<file path="config.mk">
export PLATFORM = sky130hd
export DESIGN_NAME = fir_stream_ctrl
export DESIGN_NICKNAME = d
export VERILOG_FILES = /design/src/rtl/fir_stream_pkg.sv /design/src/rtl/fir_stream_fifo.sv /design/src/rtl/fir_stream_ctrl.sv
export SDC_FILE = /design/constraint.sdc
export NUM_CORES = 1
export LEC_CHECK = 0
export BUFFER_PORTS_ARGS = -buffer_cell sky130_fd_sc_hd__buf_2
export CAP_MARGIN = 20
export CORE_ASPECT_RATIO = 0.6
export CORE_MARGIN = 3
export CORE_UTILIZATION = 55
export CTS_CLUSTER_DIAMETER = 50
export CTS_CLUSTER_SIZE = 16
export DETAILED_ROUTE_END_ITERATION = 16
export PLACE_DENSITY = 0.78
export SYNTH_ARGS = -nofsm -noshare
export SYNTH_HDL_FRONTEND = slang
export SYNTH_SLANG_ARGS = --single-unit
</file>
<file path="constraint.sdc">
create_clock -name CLOCK_50 -period 3.3 [get_ports CLOCK_50]
set_input_delay 0.66 -clock CLOCK_50 [delete_from_list [all_inputs] [get_ports CLOCK_50]]
set_output_delay 0.66 -clock CLOCK_50 [all_outputs]
set_load 0.03 [all_outputs]
</file>
<file path="src/rtl/fir_stream_pkg.sv">
// fir_stream_pkg: shared definitions for the FIR stream controller.
//   ser_state_e    - serializer FSM states
//   BYTE_W_DEFAULT - default byte width
//   ser_width()    - width of the serializer shift register (OUT_BYTES*BYTE_W)
package fir_stream_pkg;

    typedef enum logic [2:0] {
        ST_IDLE,
        ST_SEND,
        ST_WAIT_HI,
        ST_WAIT_LO,
        ST_NEXT
    } ser_state_e;

    localparam int unsigned BYTE_W_DEFAULT = 8;

    function automatic int unsigned ser_width(input int unsigned out_bytes,
                                              input int unsigned byte_w);
        return out_bytes * byte_w;
    endfunction

endpackage

</file>
<file path="src/rtl/fir_stream_fifo.sv">
// fir_stream_fifo: synchronous FIFO, first-word fall-through read data.
//   clk_i, rst_ni    - clock, asynchronous active-low reset
//   push_i, wdata_i  - write request and data (ignored when full unless popping)
//   pop_i, rdata_o   - read request (ignored when empty) and head-of-queue data
//   full_o, empty_o  - occupancy flags
//   level_o          - occupancy, 0..DEPTH
// DEPTH must be a power of two (>= 2) so the pointers wrap naturally.
module fir_stream_fifo #(
    parameter int unsigned WIDTH = 24,
    parameter int unsigned DEPTH = 4
) (
    input  logic                     clk_i,
    input  logic                     rst_ni,
    input  logic                     push_i,
    input  logic [WIDTH-1:0]         wdata_i,
    input  logic                     pop_i,
    output logic [WIDTH-1:0]         rdata_o,
    output logic                     full_o,
    output logic                     empty_o,
    output logic [$clog2(DEPTH):0]   level_o
);
    localparam int unsigned AW = $clog2(DEPTH);

    logic [WIDTH-1:0] mem_q [DEPTH];
    logic [AW-1:0]    wr_ptr_q, rd_ptr_q;
    logic [AW:0]      level_q;
    logic             do_push, do_pop;

    assign empty_o = (level_q == '0);
    assign full_o  = (level_q == (AW+1)'(DEPTH));
    assign do_pop  = pop_i & ~empty_o;
    // A full FIFO still accepts a write when a read frees a slot in the same cycle.
    assign do_push = push_i & (~full_o | do_pop);
    assign rdata_o = mem_q[rd_ptr_q];
    assign level_o = level_q;

    always_ff @(posedge clk_i) begin
        if (do_push) begin
            mem_q[wr_ptr_q] <= wdata_i;
        end
    end

    always_ff @(posedge clk_i or negedge rst_ni) begin
        if (!rst_ni) begin
            wr_ptr_q <= '0;
            rd_ptr_q <= '0;
            level_q  <= '0;
        end else begin
            if (do_push) wr_ptr_q <= wr_ptr_q + AW'(1);
            if (do_pop)  rd_ptr_q <= rd_ptr_q + AW'(1);
            case ({do_push, do_pop})
                2'b10:   level_q <= level_q + (AW+1)'(1);
                2'b01:   level_q <= level_q - (AW+1)'(1);
                default: level_q <= level_q;
            endcase
        end
    end

endmodule

</file>
<file path="src/rtl/fir_stream_ctrl.sv">
// fir_stream_ctrl: byte stream <-> FIR core controller.
//   CLOCK_50, rst          - clock, asynchronous active-low reset
//   data_ready, inp        - received byte strobe (rising edge) and byte
//   FIR_input, input_valid - assembled sample (MS byte first) and 1-cycle pulse
//   FIR_output, output_valid - FIR result and its 1-cycle pulse (pushed to FIFO)
//   busy                   - transmitter busy
//   TxD_start, TxD         - transmit request pulse and byte (held until busy falls)
//   overflow               - sticky: a result was dropped on a full FIFO
//   fifo_level             - output FIFO occupancy
// Optional macro FIR_STREAM_STATS_EN adds rx_samples/tx_samples counters.
module fir_stream_ctrl
    import fir_stream_pkg::*;
#(
    parameter int unsigned BYTE_W       = BYTE_W_DEFAULT,
    parameter int unsigned SAMPLE_BYTES = 2,
    parameter int unsigned OUT_W        = 17,
    parameter int unsigned OUT_BYTES    = 3,
    parameter int unsigned FIFO_DEPTH   = 4
) (
    input  logic                           CLOCK_50,
    input  logic                           rst,
    input  logic                           data_ready,
    input  logic [BYTE_W-1:0]              inp,
    output logic [SAMPLE_BYTES*BYTE_W-1:0] FIR_input,
    output logic                           input_valid,
    input  logic [OUT_W-1:0]               FIR_output,
    input  logic                           output_valid,
    input  logic                           busy,
    output logic                           TxD_start,
    output logic [BYTE_W-1:0]              TxD,
    output logic                           overflow,
    output logic [$clog2(FIFO_DEPTH):0]    fifo_level
`ifdef FIR_STREAM_STATS_EN
    ,
    output logic [15:0]                    rx_samples,
    output logic [15:0]                    tx_samples
`endif
);
    localparam int unsigned SAMPLE_W = SAMPLE_BYTES * BYTE_W;
    localparam int unsigned SER_W    = ser_width(OUT_BYTES, BYTE_W);
    localparam int unsigned BCW      = $clog2(OUT_BYTES + 1);

    // ---------------- receive / sample assembly ----------------
    logic                dr_prev_q;
    logic [2:0]          rx_cnt_q, rx_cnt_d;
    logic [SAMPLE_W-1:0] asm_q, asm_d, fir_in_q, fir_in_d;
    logic                in_valid_q, in_valid_d;
    logic                rx_edge;

    assign rx_edge = data_ready & ~dr_prev_q;

    always_comb begin
        asm_d      = asm_q;
        rx_cnt_d   = rx_cnt_q;
        fir_in_d   = fir_in_q;
        in_valid_d = 1'b0;
        if (rx_edge) begin
            asm_d               = asm_q << BYTE_W;
            asm_d[BYTE_W-1:0]   = inp;
            if (rx_cnt_q == 3'(SAMPLE_BYTES - 1)) begin
                rx_cnt_d   = '0;
                fir_in_d   = asm_d;
                in_valid_d = 1'b1;
            end else begin
                rx_cnt_d = rx_cnt_q + 3'd1;
            end
        end
    end

    always_ff @(posedge CLOCK_50 or negedge rst) begin
        if (!rst) begin
            dr_prev_q  <= 1'b0;
            rx_cnt_q   <= '0;
            asm_q      <= '0;
            fir_in_q   <= '0;
            in_valid_q <= 1'b0;
        end else begin
            dr_prev_q  <= data_ready;
            rx_cnt_q   <= rx_cnt_d;
            asm_q      <= asm_d;
            fir_in_q   <= fir_in_d;
            in_valid_q <= in_valid_d;
        end
    end

    assign FIR_input   = fir_in_q;
    assign input_valid = in_valid_q;

    // ---------------- output FIFO ----------------
    logic [SER_W-1:0] fifo_rdata;
    logic             fifo_full, fifo_empty, fifo_pop;
    logic             overflow_q;

    fir_stream_fifo #(
        .WIDTH (SER_W),
        .DEPTH (FIFO_DEPTH)
    ) u_fifo (
        .clk_i   (CLOCK_50),
        .rst_ni  (rst),
        .push_i  (output_valid),
        .wdata_i (SER_W'(FIR_output)),
        .pop_i   (fifo_pop),
        .rdata_o (fifo_rdata),
        .full_o  (fifo_full),
        .empty_o (fifo_empty),
        .level_o (fifo_level)
    );

    always_ff @(posedge CLOCK_50 or negedge rst) begin
        if (!rst) begin
            overflow_q <= 1'b0;
        end else if (output_valid && fifo_full && !fifo_pop) begin
            overflow_q <= 1'b1;
        end
    end

    assign overflow = overflow_q;

    // ---------------- serializer FSM ----------------
    ser_state_e       state_q, state_d;
    logic [SER_W-1:0] shreg_q, shreg_d;
    logic [BCW-1:0]   bcnt_q, bcnt_d;
    logic             tx_done;

    always_comb begin
        state_d   = state_q;
        shreg_d   = shreg_q;
        bcnt_d    = bcnt_q;
        fifo_pop  = 1'b0;
        TxD_start = 1'b0;
        tx_done   = 1'b0;
        case (state_q)
            ST_IDLE: begin
                if (!fifo_empty && !busy) begin
                    fifo_pop = 1'b1;
                    shreg_d  = fifo_rdata;
                    bcnt_d   = '0;
                    state_d  = ST_SEND;
                end
            end
            ST_SEND: begin
                TxD_start = 1'b1;
                state_d   = ST_WAIT_HI;
            end
            ST_WAIT_HI: if (busy)  state_d = ST_WAIT_LO;
            ST_WAIT_LO: if (!busy) state_d = ST_NEXT;
            ST_NEXT: begin
                if (bcnt_q == BCW'(OUT_BYTES - 1)) begin
                    tx_done = 1'b1;
                    state_d = ST_IDLE;
                end else begin
                    shreg_d = shreg_q << BYTE_W;
                    bcnt_d  = bcnt_q + BCW'(1);
                    state_d = ST_SEND;
                end
            end
            default: state_d = ST_IDLE;
        endcase
    end

    always_ff @(posedge CLOCK_50 or negedge rst) begin
        if (!rst) begin
            state_q <= ST_IDLE;
            shreg_q <= '0;
            bcnt_q  <= '0;
        end else begin
            state_q <= state_d;
            shreg_q <= shreg_d;
            bcnt_q  <= bcnt_d;
        end
    end

    // TxD only changes on the NEXT->SEND shift, so it is stable while waiting on busy.
    assign TxD = shreg_q[SER_W-1 -: BYTE_W];

`ifdef FIR_STREAM_STATS_EN
    logic [15:0] rx_samples_q, tx_samples_q;

    always_ff @(posedge CLOCK_50 or negedge rst) begin
        if (!rst) begin
            rx_samples_q <= '0;
            tx_samples_q <= '0;
        end else begin
            if (in_valid_q) rx_samples_q <= rx_samples_q + 16'd1;
            if (tx_done)    tx_samples_q <= tx_samples_q + 16'd1;
        end
    end

    assign rx_samples = rx_samples_q;
    assign tx_samples = tx_samples_q;
`else
    logic unused_tx_done;
    assign unused_tx_done = tx_done;
`endif

endmodule

</file>
==> impl_metrics.py, run 1 <==
metrics = {
    "critical_path": {
        "critical_path_class": "reg -> reg",
        "r2r_end": "u_fifo.level_o[2]",
        "start_kind": "register",
        "path_max_fanout": 17,
        "crit_slowest_cell": "or4_4",
        "crit_chain": "or4_4 > nor2_8 > nand2_1 > fa_1 > nor4_1 > o21ai_0 > o31a_1",
        "reg2reg_depth": 7,
        "critPathCaptureType": "register",
        "rr_startpoint": "state_q[1]",
        "regToRegSetupSlack_ns": 0.75,
        "cp_data_required_time_ns": 3.59,
        "slowest_delay_ns": 0.64,
        "crit_arrival_ns": 2.84,
    },
    "finish": {
        "mostFrequentLayoutCells": "edfxtp_1, dfrtp_1, buf_2",
        "diodes": 0,
        "area_growth_pct": 16.7,
        "nNetsFinal": 422,
        "stdcell_area_um2": 6270,
        "mostFrequentLayoutCell": "edfxtp_1",
        "drive_above_1_share_pct": 36.1,
    },
    "sta": {
        "maxSlewViolCount": 0,
        "slew_headroom_pct": 44.8,
        "timing.fmax_mhz": 392,
        "clock_skew_ns": 0.0126,
        "tightest_slew_ns": 0.828,
        "rsz0062_at_grt": "no",
        "hold_viol": 0,
        "timing.final.crit_share_pct": 77.3,
        "setup_tns_ns": 0,
        "setup_violations": 0,
        "fin_crit_ns": 2.55,
    },
    "route": {
        "drt_pass1_iterations": 6,
        "routed_wl_mm": 9.46,
        "final_antenna_net_count": 0,
        "route.detailed.drc": 0,
        "drt-initial-drc-count": 218,
        "post_drt_wl_per_cell_um": 17.9,
        "vias_per_cell": 5.48,
        "route.vias.total": 2899,
    },
    "place": {
        "gp_congestion": 0.806,
        "dp_hpwl_mm": 6.39,
        "port_buffers": 59,
        "dpl_cell_area_um2": 5730,
    },
    "global_routing": {
        "grt_pass1_wl_mm": 15.1,
        "grt_max_degree": 32,
        "first_global_vias": 2792,
        "antenna_found_initial": 0,
        "grt_util_all_layers_pct": 18.6,
        "grt-ovfl-total": 0,
    },
    "synthesis": {
        "ys_types": 49,
        "synth_top_area_share_pct": 38.0,
        "async_reset_ff_share_pct": 49.3,
        "syn_area_um2": 5370,
        "synth_top_area_cell": "edfxtp_1",
        "synth-seq-cells": 134,
        "seq_area_frac_synth_pct": 68.7,
        "synthCells": 322,
        "avgSynthCellArea_um2": 16.7,
        "synth_edf_count": 68,
        "yosysWarnings": 0,
        "synth_nets": 358,
        "synth_area_leaders": "edfxtp_1, dfrtp_1, mux4_2",
        "synth_ff_type": "edfxtp_1",
    },
    "power": {
        "leakagePower_uw": 0.00254,
        "vdd_ir_drop_max_mv": 0.517,
        "powerDensity_nw_per_um2": 971,
        "power.total_uw": 6090,
    },
    "floorplan": {
        "pin_count": 60,
        "die_height_um": 82.6,
        "row_count": 27,
        "start_util_pct": 57.6,
        "die_w_um": 134,
        "die_area_um2": 11000,
        "coreArea_um2": 9320,
    },
    "clock_tree": {
        "post_cts_resized": 0,
        "htree_num_levels": 4,
        "clk_latency_ns": 0.41,
        "clk_pin_slew_ns": 0.05,
        "post_cts_buffers": 0,
        "cts_buffers": 17,
        "root_buffer": "clkbuf_16",
        "hold_buffers": 0,
        "cts-root-to-sink-buffers": 2,
        "tritoncts": "built",
        "cts_sinks": 134,
    },
    "status": {
        "outcome": "complete, no violations",
    },
    "job": {
        "maxCapViolations": 0,
    },
    "min_path": {
        "hold_path_class": "in -> async",
    },
}
==> area by class of cell <==
class	instances	area, um^2
clock buffer	25	465
clock inverter	7	60.1
fill	646	3050
inverter	7	26.3
multi-input combinational	158	1500
sequential	134	3690
tap	130	163
timing repair buffer	68	367
==> worst max path at each step <==
stage	from	end	slack [ns]	depth (start not counted)
after floorplan	busy	u_fifo.level_o[2]	0.76	9
after global placement	busy	u_fifo.level_o[2]	0.62	8
after detailed placement	busy	u_fifo.level_o[2]	0.57	8
after CTS	state_q[1]	u_fifo.level_o[2]	0.74	7
after global routing	state_q[1]	u_fifo.level_o[2]	0.55	7
final	state_q[1]	u_fifo.level_o[2]	0.75	7
==> synthesized netlist by cell type, drive strengths merged (2+ instances only) <==
| cell | number |
|---|---|
| ha | 5 |
| mux4 | 17 |
| dfrtp | 66 |
| a21oi | 22 |
| xnor2 | 4 |
| and2 | 5 |
| a22o | 15 |
| xor2 | 2 |
| or3 | 2 |
| inv | 6 |
| buf | 21 |
| clkbuf | 2 |
| nor2 | 12 |
| nand2b | 2 |
| edfxtp | 68 |
| mux2 | 24 |
| nor3 | 3 |
| nor4 | 3 |
| nand2 | 16 |
| o21ai | 6 |
==> where the power goes <==
group / internal [uW] / switching [uW]
logic: 772 / 1070
clock network: 1050 / 631
registers: 2260 / 310
==> stage by stage <==
step / hold slack, ns / worst slack [ns] / std cells / utilization [%]
final: 0.148 / 0.750 / 529 / 67.2
after global placement: 0.471 / 0.623 / 496 / 61.5
after global routing: 0.158 / 0.546 / 529 / 67.2
after detailed placement: 0.474 / 0.568 / 496 / 61.5
after floorplan: 0.364 / 0.758 / 322 / -
after CTS: 0.152 / 0.739 / 528 / 67.1
==> state kept, by name, indices dropped and copies added, names as in the netlist, 3 cells and up <==
signal / flops
rx_cnt_q: 3
u_fifo.level_o: 3
asm_q: 8
state_q: 3
u_fifo.mem_q: 68
shreg_q: 24
FIR_input: 16
==> routing by layer <==
metal | routed length, um | vias up | global-route usage [%]
li1 | - | 1340 | -
met1 | 4680 | 1474 | 28.0
met2 | 4170 | 76 | 25.9
met3 | 485 | 9 | 5.69
met4 | 122 | 0 | 6.16
met5 | 0 | - | 0
==> worst max-delay path: cells and delay by family (launching register included) <==
family | cells | cell delay (ns)
and+or+nand+nor | 4 | 1.28
DFF | 1 | 0.48
AOI/OAI and AO/OA | 2 | 0.23
adders and majority gates | 1 | 0.43
==> cell families (layout without fill, tap and decap cells) <==
logic type,Yosys count,after routing,synth area share (%)
AO/OA/AOI/OAI,51,51,6.92
XOR/XNOR,6,6,1.12
adder cells (fa/ha/maj),6,6,1.54
buffers and inverters,30,107,3.42
flip-flops,134,134,68.7
multiplexers,42,42,12.3
AND/OR/NAND/NOR,53,53,5.92
Power figures use the tool's default switching activity.
==> inputs of run 2 (changes only) <==
--- a/config.mk
+++ b/config.mk
@@ -5,6 +5,7 @@
 export SDC_FILE = /design/constraint.sdc
 export NUM_CORES = 1
 export LEC_CHECK = 0
+export ABC_AREA = 1
 export BUFFER_PORTS_ARGS = -buffer_cell sky130_fd_sc_hd__buf_2
 export CAP_MARGIN = 20
 export CORE_ASPECT_RATIO = 0.6
@@ -13,7 +14,7 @@
 export CTS_CLUSTER_DIAMETER = 50
 export CTS_CLUSTER_SIZE = 16
 export DETAILED_ROUTE_END_ITERATION = 16
-export PLACE_DENSITY = 0.78
+export PLACE_DENSITY = 0.77
 export SYNTH_ARGS = -nofsm -noshare
 export SYNTH_HDL_FRONTEND = slang
 export SYNTH_SLANG_ARGS = --single-unit
==> constraint.sdc (replaced) <==
create_clock -name CLOCK_50 -period 2.5 [get_ports CLOCK_50]
set_input_delay 0.5 -clock CLOCK_50 [delete_from_list [all_inputs] [get_ports CLOCK_50]]
set_output_delay 0.5 -clock CLOCK_50 [all_outputs]
set_load 0.03 [all_outputs]
==> run 2 against run 1 <==
Largest cell class unchanged. Register-to-register slack worse by 0.23 ns. Combinational power up 58%. Global-route usage rose by 3.6 points. Via count increased by 31%. Design area grew 3.1%. Cell count rose by 36%. Highest routed layer unchanged. Non-clock buffer count up 2. Sequential cell count did not move. Total power increased by 39%.
==> impl_metrics.py, run 2 <==
metrics = {
    "synthesis": {
        "ys_types": 32,
        "yosys.cell_count.top_type": "nand2_1",
        "async_reset_ff_share_pct": 49.3,
        "netlist_top_cells_count": "nand2_1, edfxtp_1, dfrtp_1",
        "synth_nets": 547,
        "synth_top_area_cell": "edfxtp_1",
        "syn_area_um2": 5540,
        "seq_area_frac_synth_pct": 66.7,
        "yosysWarnings": 0,
        "synth_top_area_share_pct": 36.8,
        "avgSynthCellArea_um2": 10.8,
        "synth_ff_type": "edfxtp_1",
        "synth_edf_count": 68,
        "synth_area_leaders": "edfxtp_1, dfrtp_1, nand2_1",
        "synthCells": 511,
        "synth-seq-cells": 134,
    },
    "place": {
        "dp_hpwl_mm": 7.52,
        "place_inst": 685,
        "port_buffers": 59,
        "gp_congestion": 0.788,
    },
    "route": {
        "post_drt_wl_per_cell_um": 15.9,
        "drt_pass1_iterations": 5,
        "final_antenna_net_count": 0,
        "vias_per_cell": 5.28,
        "route.detailed.drc": 0,
        "drt-initial-drc-count": 376,
        "route.vias.total": 3785,
        "routed_wl_mm": 11.4,
    },
    "global_routing": {
        "grt-ovfl-total": 0,
        "grt_pass1_wl_mm": 19.1,
        "grt_util_all_layers_pct": 22.1,
        "first_global_vias": 3836,
        "grt_max_degree": 36,
        "antenna_found_initial": 0,
    },
    "sta": {
        "hold_viol": 0,
        "setup_tns_ns": 0,
        "maxSlewViolCount": 0,
        "rsz0062_at_grt": "no",
        "slew_headroom_pct": 56.9,
        "clock_skew_ns": 0.00913,
        "fin_crit_ns": 1.98,
        "tightest_slew_ns": 0.646,
        "setup_violations": 0,
        "timing.final.crit_share_pct": 79.2,
        "timing.fmax_mhz": 505,
        "holdWs_ns": 0.0766,
    },
    "critical_path": {
        "cp_data_required_time_ns": 2.59,
        "r2r_end": "u_fifo.mem_q[3][11]",
        "rr_startpoint": "state_q[0]",
        "start_kind": "register",
        "regToRegSetupSlack_ns": 0.52,
        "reg2reg_depth": 8,
        "critPathCaptureType": "register",
        "path_max_fanout": 17,
        "crit_arrival_ns": 2.07,
        "critical_path_class": "reg -> reg",
    },
    "floorplan": {
        "coreArea_um2": 9490,
        "die_w_um": 136,
        "pin_count": 60,
        "row_count": 27,
        "die_height_um": 83.8,
        "die_area_um2": 11400,
        "start_util_pct": 58.4,
    },
    "finish": {
        "regMostFlops": "u_fifo.mem_q",
        "largest_register_ffs": 68,
        "finalNonFillerCells": 717,
        "final_util_pct": 68.1,
        "drive_above_1_share_pct": 21.6,
        "nNetsFinal": 610,
        "diodes": 0,
        "area_growth_pct": 16.7,
        "mostFrequentLayoutCells": "nand2_1, edfxtp_1, dfrtp_1",
        "mostFrequentLayoutCell": "nand2_1",
    },
    "clock_tree": {
        "hold_buffers": 0,
        "tritoncts": "built",
        "clk_latency_ns": 0.41,
        "cts-root-to-sink-buffers": 2,
        "root_buffer": "clkbuf_16",
        "cts_sinks": 134,
        "htree_num_levels": 4,
        "post_cts_buffers": 0,
        "post_cts_resized": 0,
        "clk_pin_slew_ns": 0.06,
        "cts_buffers": 17,
    },
    "status": {
        "outcome": "complete, no violations",
    },
    "min_path": {
        "hold_path_class": "in -> async",
    },
    "power": {
        "vdd_ir_drop_max_mv": 0.907,
        "powerDensity_nw_per_um2": 1310,
        "leakagePower_uw": 0.00294,
    },
    "job": {
        "maxCapViolations": 0,
    },
}
run 2: cell types whose count changed after synthesis, moves of 5 or more:
cell / before / now
a22o_1: 15 / 0
nor2_4: 0 / 5
nand4_1: 0 / 6
and2_1: 5 / 0
a21oi_1: 21 / 1
o21ai_0: 5 / 32
nand3_1: 1 / 57
nand2_1: 16 / 152
mux4_2: 17 / 0
o21ai_2: 0 / 16
inv_1: 6 / 47
mux2_2: 24 / 0
run 2: layout make-up:
class	count	area [um^2]
Timing Repair Buffer	70	378
Multi-Input combinational cell	297	1480
Inverter	54	205
Tap cell	130	163
Clock inverter	6	38.8
Sequential cell	134	3690
Clock buffer	26	512
Fill cell	678	3030
run 2: worst max-delay path by stage:
| stage | startpoint | endpoint | slack, ns | cells after the start |
|---|---|---|---|---|
| detailed placement | state_q[2] | u_fifo.mem_q[3][14] | 0.56 | 8 |
| global route | state_q[0] | u_fifo.mem_q[3][11] | 0.32 | 8 |
| global placement | busy | u_fifo.level_o[2] | 0.64 | 10 |
| CTS | state_q[2] | u_fifo.mem_q[3][11] | 0.51 | 8 |
| finish | state_q[0] | u_fifo.mem_q[3][11] | 0.52 | 8 |
| floorplan | u_fifo.level_o[2] | u_fifo.mem_q[0][0] | 0.26 | 6 |
run 2: worst max-delay path: stages (launching register included):
cell,delay (ns)
dfrtp_1,0.41
inv_1,0.11
nand2_2,0.09
nor2_4,0.13
nand2_1,0.14
nand2_1,0.16
nand2_1,0.17
nor2_1,0.15
buf_4,0.29
run 2: stage by stage:
step / worst slack [ns] / total power (uW) / instance area, um^2
after global placement: 0.642 / 6080 / 5920
final: 0.520 / 8490 / 6470
after floorplan: 0.256 / 5500 / 5540
after CTS: 0.507 / 8550 / 6470
after detailed placement: 0.558 / 6220 / 5920
after global routing: 0.318 / 9050 / 6470
run 2: cells by family after synthesis:
logic type,count (synthesis),synth area share [%]
fa+ha+maj,6,1.49
compound gates,54,6.10
simple gates,233,18.4
xor+xnor,4,0.632
buf+inv,80,6.71
flops,134,66.7
run 2: metal layers:
| metal | track usage, % | part of all wire, % | vias up | wire length [um] |
|---|---|---|---|---|
| met5 | 0 | 0 | - | 0 |
| li1 | - | - | 1804 | - |
| met2 | 33.6 | 47 | 133 | 5300 |
| met4 | 7.23 | 1.1 | 0 | 125 |
| met3 | 6.45 | 6.7 | 11 | 766 |
| met1 | 30.9 | 46 | 1837 | 5180 |
run 2: power breakdown:
| part | leakage [uW] | switching, uW | total, uW | internal (uW) |
|---|---|---|---|---|
| combinational | 0.00123 | 2050 | 2910 | 862 |
| sequential | 0.00145 | 293 | 3310 | 3010 |
| clock | 0.000261 | 869 | 2280 | 1410 |
| total | 0.00294 | 3210 | 8490 | 5280 |
